## src/rtl/wb_reg_master.sv

```systemverilog
// Single-outstanding Wishbone classic register master: one command in, one bus
// cycle out, one response back, with a wait-cycle timeout that aborts stuck cycles.
module wb_reg_master #(
    parameter int ADR_WIDTH = 14,
    parameter int TIMEOUT   = 64
) (
    input  logic                 sys_clk,
    input  logic                 sys_rst,
    input  logic                 cmd_valid,
    output logic                 cmd_ready,
    input  logic [ADR_WIDTH-1:0] cmd_adr,
    input  logic [31:0]          cmd_dat,
    input  logic [3:0]           cmd_sel,
    input  logic                 cmd_we,
    output logic                 rsp_valid,
    input  logic                 rsp_ready,
    output logic [31:0]          rsp_dat,
    output logic                 rsp_err,
    output logic [ADR_WIDTH-1:0] bus_adr,
    output logic [31:0]          bus_dat_w,
    output logic [3:0]           bus_sel,
    output logic                 bus_we,
    output logic                 bus_cyc,
    output logic                 bus_stb,
    input  logic [31:0]          bus_dat_r,
    input  logic                 bus_ack
);

    localparam int CW = $clog2(TIMEOUT) + 1;

    typedef enum logic [1:0] {IDLE, BUS, RESP} state_t;

    state_t        state, state_nxt;
    logic [CW-1:0] wait_cnt;
    logic          accept, ack_hit, timeout_hit, rsp_take;

    assign cmd_ready = (state == IDLE) && !sys_rst;
    assign bus_stb   = bus_cyc;

    always_comb begin
        state_nxt   = state;
        accept      = cmd_valid && cmd_ready;
        ack_hit     = (state == BUS) && bus_ack;
        // ack takes priority over an expiring counter in the same cycle
        timeout_hit = (state == BUS) && !bus_ack && (wait_cnt == CW'(TIMEOUT - 1));
        rsp_take    = (state == RESP) && rsp_ready;
        case (state)
            IDLE:    if (accept) state_nxt = BUS;
            BUS:     if (ack_hit || timeout_hit) state_nxt = RESP;
            RESP:    if (rsp_take) state_nxt = IDLE;
            default: state_nxt = IDLE;
        endcase
    end

    always_ff @(posedge sys_clk) begin
        if (sys_rst) state <= IDLE;
        else         state <= state_nxt;
    end

    always_ff @(posedge sys_clk) begin
        if (sys_rst) begin
            bus_adr   <= '0;
            bus_dat_w <= '0;
            bus_sel   <= '0;
            bus_we    <= 1'b0;
            bus_cyc   <= 1'b0;
            rsp_valid <= 1'b0;
            rsp_dat   <= '0;
            rsp_err   <= 1'b0;
            wait_cnt  <= '0;
        end else begin
            if (accept) begin
                bus_adr   <= cmd_adr;
                bus_dat_w <= cmd_dat;
                bus_sel   <= cmd_sel;
                bus_we    <= cmd_we;
                bus_cyc   <= 1'b1;
                wait_cnt  <= '0;
            end
            if (ack_hit) begin
                bus_cyc   <= 1'b0;
                rsp_valid <= 1'b1;
                rsp_dat   <= bus_we ? 32'h0 : bus_dat_r;
                rsp_err   <= 1'b0;
            end else if (timeout_hit) begin
                bus_cyc   <= 1'b0;
                rsp_valid <= 1'b1;
                rsp_dat   <= 32'h0;
                rsp_err   <= 1'b1;
            end else if (state == BUS) begin
                wait_cnt  <= wait_cnt + CW'(1);
            end
            if (rsp_take) begin
                rsp_valid <= 1'b0;
            end
        end
    end

endmodule

```

## config.mk

```make
export PLATFORM = sky130hd
export DESIGN_NAME = wb_reg_master
export DESIGN_NICKNAME = d
export VERILOG_FILES = /design/src/rtl/wb_reg_master.sv
export SDC_FILE = /design/constraint.sdc
export NUM_CORES = 1
export LEC_CHECK = 0
export BUFFER_PORTS_ARGS = -buffer_cell sky130_fd_sc_hd__buf_2
export CORE_MARGIN = 10
export CORE_UTILIZATION = 40
export CTS_CLUSTER_SIZE = 16
export DETAILED_ROUTE_END_ITERATION = 12
export GPL_ROUTABILITY_DRIVEN = 0
export HOLD_SLACK_MARGIN = 0.05
export PLACE_DENSITY = 0.7
export SYNTH_ARGS = -nofsm -noshare
export SYNTH_HDL_FRONTEND = slang
export SYNTH_SLANG_ARGS = --single-unit
```

## constraint.sdc

```tcl
create_clock -name sys_clk -period 2.75 [get_ports sys_clk]
set_clock_uncertainty 0.15 [all_clocks]
set_input_delay 0.4125 -clock sys_clk [delete_from_list [all_inputs] [get_ports sys_clk]]
set_output_delay 0.4125 -clock sys_clk [all_outputs]
set_load 0.01 [all_outputs]
```

==> flow_metrics.tcl, run 1 <==
set metrics [dict create \
    ff2ff_path_depth 5 \
    path_class "reg2reg" \
    cp-end-kind "flip-flop" \
    hold_class "in2reg" \
    clk_path_buf_depth 2 \
    synth_top_family_by_area "compound AO/OA/AOI/OAI gates" \
    synth_edf_count 0 \
    htreeDepth 3 \
    dr.pass1.iters 4 \
    grt_max_degree 39 \
    holdPathStages 2 \
    cts_hold_buf 0 \
    synthMuxAreaShare 0.0159 \
    clock_latency_ps 340 \
    drt_iter0_drc 203 \
    yosys.area.top_type "dfxtp_1" \
    drive_gt1_frac 0.388 \
    synth_ff_type "dfxtp_1" \
    final-seq-area_um2 1900 \
    initial_core_util 0.416 \
    critPathRequiredTime_ps 2840 \
    n_antenna_cell 0 \
    arrival_ps 2050 \
    synth-simple-area-share 0.182 \
    worstHoldStart "bus_dat_r[5]" \
    peakVddDrop_mv 0.273 \
    synth_compound_area_frac 0.201 \
    dp_hpwl_mm 7.32 \
    layout_common_cells "buf_2 (175), nand2_1 (104), dfxtp_1 (95), a21oi_1 (56), a32o_1 (32)" \
    fill_cells 782 \
    area_growth_pct 32.0 \
    rsz0062_at_grt "false" \
    grt_pass1_wl_mm 15.5 \
    final_max_slew_viol_count 0 \
    numClockSinks 95 \
    coreArea_um2 8340 \
    io_pins 176 \
    wl_mm 9.68 \
    min_period_ps 1960 \
    syn_nets 461 \
    yosysWarnings 0 \
    final-hold-violation-count 0 \
    r2r_start "wait_cnt[0]" \
    die_w_um 113 \
    track_usage 0.144 \
    netlist_area_um2 3470 \
    die_h_um 113 \
    slew_headroom 0.652 \
    synth.top_cell.area_share 0.548 \
    synth_seq_cells 95 \
    drc 0 \
    cts_buffers 9 \
    outcome "completed" \
    vias 3181 \
    wl_per_cell_um 15.1 \
    r2r_setup_slack_ps 790 \
    cts_root_buffer "clkbuf_8" \
    cts_setup_buffers 0 \
    min_period_over_period 0.713 \
    rows 33 \
    multi_input_area_um2 1410 \
    hold_end "rsp_dat[5]" \
    grt_pass1_vias 3166 \
    port_buffers 175 \
    powerDensity_nw_per_um2 599 \
    post_cts_resized 0 \
    synth-xor-area-share 0 \
    fmax_mhz 510 \
    synth.distinct_cells 40 \
    whs_ps 124 \
    drv_cap 0 \
    nets 621 \
    setup_violations 0 \
    cp_max_fo 34 \
    start_kind "flip-flop" \
    via_per_inst 4.96 \
    tns_ps 0 \
    postRouteAntennaNets 0 \
    r2r-end "rsp_dat[20]" \
    layout_commonest_cell "buf_2" \
    dieArea_um2 12800 \
    p_leak_uw 0.00213 \
    cts_tree "done" \
    ys_seq_area_frac 0.548 \
    path_clk_slew_ps 90 \
    synthTopCellsByArea "dfxtp_1 (55%), nand2_1 (11%), a32o_1 (9.2%)" \
    synthArstFlopShare 0 \
    synthAdderAreaFrac 0.00361 \
    worstMarginPinSlew_ps 521 \
    grt-ovfl-total 0 \
    antenna_found_initial 0 \
    final_util 0.549 \
    syn_inst 372 \
    avgSynthCellArea_um2 9.33 \
]
==> cell type report <==
type	instances	share of cell area
sequential	95	0.415
tap	105	0.0287
clock inverter	3	0.00983
timing repair buffer	183	0.207
inverter	2	0.00164
multi-input combinational	241	0.308
clock buffer	12	0.0295
==> layer usage <==
metal	part of all wire	vias up	track usage
met5	0	-	0
met3	0.12	12	0.0713
met1	0.42	1427	0.165
li1	-	1609	-
met4	0.012	0	0.0491
met2	0.45	133	0.227
==> worst max path at each step <==
stage	cells past startpoint	startpoint	endpoint
2_1_floorplan	5	wait_cnt[0]	wait_cnt[5]
3_3_place_gp	5	cmd_valid	bus_dat_w[28]
3_5_place_dp	5	wait_cnt[0]	rsp_dat[26]
4_1_cts	5	wait_cnt[0]	rsp_dat[26]
5_1_grt	5	wait_cnt[0]	rsp_dat[26]
6_report	5	wait_cnt[0]	rsp_dat[20]
==> flip-flops by register name, summed over array words and instances, names as in the netlist <==
signal,flops
bus_cyc,1
rsp_valid,1
rsp_err,1
wait_cnt,7
bus_we,1
bus_adr,14
rsp_dat,32
bus_dat_w,32
state,2
bus_sel,4
==> per-stage QoR <==
step / cell area, um^2 / std cells / total power (uW) / setup WS (ps)
6_report: 4580 / 641 / 2750 / 790
5_1_grt: 4580 / 641 / 2890 / 644
4_1_cts: 4580 / 641 / 2790 / 791
3_5_place_dp: 4400 / 626 / 1920 / 799
3_3_place_gp: 4400 / 626 / 1900 / 869
2_1_floorplan: 3470 / 372 / 1730 / 1050
==> critical path, stage by stage, from the launching register on <==
cell and delay (ps):
dfxtp_1 380, ha_1 240, and3b_1 430, nand3_2 110, buf_4 250, a32o_1 290
==> kinds of logic (layout without fill, tap and decap cells) <==
group           Yosys count  count (layout)
compound gates           97              97
mux                       5               5
simple gates            138             138
fa+ha+maj                 1               1
flops                    95              95
buf+inv                  36             200
==> power by group <==
part           leakage, uW  internal (uW)  switching [uW]  total, uW
combinational      0.00127            169             216        385
sequential        0.000776           1450            43.5       1490
clock            0.0000827            417             449        867
==> cell usage after synthesis, drive strengths merged (3+ instances only) <==
master	instances
clkbuf	13
nand2	104
dfxtp	95
a21oi	58
and3	3
a32o	32
mux2	4
buf	21
nand3	4
nor3b	6
nor2	6
nand2b	3
Note: power is estimated with default switching activity, not from simulation.
==> inputs of run 2 (changes only) <==
Clock period 2.75 ns to 2.1 ns, I/O delays scaled along.
==> run 2 against run 1 <==
Sequential share of layout area is 6.6 points lower. Clock power is 50% higher. Largest cell class unchanged. Critical path type unchanged. Die area stayed put. Routed wire length is 18% higher. Power is 42% higher. Fmax is 1.8% higher. Via count is 13% higher. Core utilization is 10 points higher. Highest routed layer unchanged. Register-to-register slack worse by 610 ps. Combinational power is 66% higher.
==> flow_metrics.tcl, run 2 (synthesis results as in run 1) <==
set metrics [dict create \
    outcome "completed" \
    cp_max_fo 34 \
    min_period_over_period 0.917 \
    drt_iter0_drc 198 \
    fmax_mhz 519 \
    initial_core_util 0.416 \
    power.total_uw 3900 \
    min_period_ps 1920 \
    n_antenna_cell 0 \
    setup_violations 0 \
    max_stage_delay_ps 420 \
    via_per_inst 4.97 \
    start_kind "flip-flop" \
    cts_tree "done" \
    clk_path_buf_depth 2 \
    final-hold-violation-count 0 \
    cts_buffers 9 \
    pre_cts_ws_ps 197 \
    clock_latency_ps 340 \
    antenna_found_initial 0 \
    arrival_ps 2000 \
    cp_top_family "simple AND/OR/NAND/NOR gates" \
    tns_ps 0 \
    hold_class "in2reg" \
    grt-ovfl-total 0 \
    layout_commonest_cell "buf_2" \
    numClockSinks 95 \
    final_util 0.653 \
    grt_max_degree 49 \
    htreeDepth 3 \
    port_buffers 175 \
    slew_headroom 0.705 \
    nets 701 \
    io_pins 176 \
    critPathRequiredTime_ps 2180 \
    track_usage 0.169 \
    peakVddDrop_mv 0.381 \
    path_clk_slew_ps 90 \
    drv_cap 0 \
    post_cts_resized 0 \
    rsz0062_at_grt "false" \
    cts_root_buffer "clkbuf_8" \
    cp-end-kind "flip-flop" \
    coreArea_um2 8340 \
    dieArea_um2 12800 \
    final_max_slew_viol_count 0 \
    fill_cells 680 \
    die_w_um 113 \
    die_h_um 113 \
    postRouteAntennaNets 0 \
    rows 33 \
    wl_per_cell_um 15.8 \
    setup_ws_ps 175 \
    top_regs "bus_dat_w: 32 flops, rsp_dat: 32 flops, bus_adr: 14 flops" \
    dr.pass1.iters 4 \
    path_class "reg2reg" \
    dp_cells 627 \
    grt_pass1_wl_mm 18.1 \
    vias 3585 \
    layout_common_cells "buf_2 (175), nand2_1 (104), dfxtp_1 (95), dlygate4sd3_1 (79), a21oi_1 (56)" \
    wl_mm 11.4 \
    cp_num_buf_inv 1 \
    p_leak_uw 0.00250 \
    drive_gt1_frac 0.344 \
    cts_setup_buffers 0 \
    grt_pass1_vias 3696 \
    cts_hold_buf 77 \
    drc 0 \
    cp_slowest_cell "and3b_1" \
    dp_hpwl_mm 7.37 \
    area_growth_pct 56.9 \
    worstMarginPinSlew_ps 442 \
    crit_chain "ha_1 -> and3b_1 -> nand3_2 -> buf_12 -> a32o_1" \
    final_cells 722 \
    powerDensity_nw_per_um2 717 \
]
[run 2: changes by cell type in the layout (fill, tap and decap cells not counted)]
cell / delta
dlygate4sd3_1: +79
bufinv_16: +1
clkbuf_1: -2
buf_4: -1
buf_12: +2
inv_6: +2
[run 2: path summary, 6_finish.rpt]
| check | from | endpoint | slack (ps) | cells after the start |
|---|---|---|---|---|
| setup / recovery | wait_cnt[0] | rsp_dat[15] | 180 | 5 |
| setup reg to reg | wait_cnt[0] | rsp_dat[15] | 180 | 5 |
| hold / removal | cmd_dat[24] | bus_dat_w[24] | 70 | 3 |
| hold reg to reg | bus_dat_w[2] | bus_dat_w[2] | 310 | 2 |
[run 2: worst reg2reg max path, cell delays in order (launching register included)]
cell	delay, ps
dfxtp_1	380
ha_1	240
and3b_1	420
nand3_2	160
buf_12	190
a32o_1	270
[run 2: per-stage QoR]
step | cell area, um^2 | hold slack, ps
finish | 5440 | 72.1
global route | 5440 | 52.6
CTS | 5420 | 51.1
detailed placement | 4430 | 293
global placement | 4430 | 285
floorplan | 3470 | 291
[run 2: final cells by class]
class / instances / area (um^2) / area share
sequential: 95 / 1900 / 0.349
clock buffer: 10 / 128 / 0.0234
multi-input combinational: 241 / 1410 / 0.259
clock inverter: 6 / 92.6 / 0.0170
timing repair buffer: 263 / 1770 / 0.325
tap: 105 / 131 / 0.0241
inverter: 2 / 7.51 / 0.00138
[run 2: where the power goes]
group / switching [uW] / total [uW] / leakage, uW / internal [uW]
clock: 623 / 1300 / 0.000104 / 680
combinational: 318 / 641 / 0.00162 / 322
sequential: 58.1 / 1960 / 0.000776 / 1900
[run 2: metal layers]
layer,up-vias,part of all wire,GRT usage,routed length (um)
met1,1674,0.40,0.184,4610
li1,1766,-,-,-
met3,13,0.092,0.0676,1050
met2,132,0.49,0.287,5580
met5,-,0,0,0
met4,0,0.014,0.0635,161
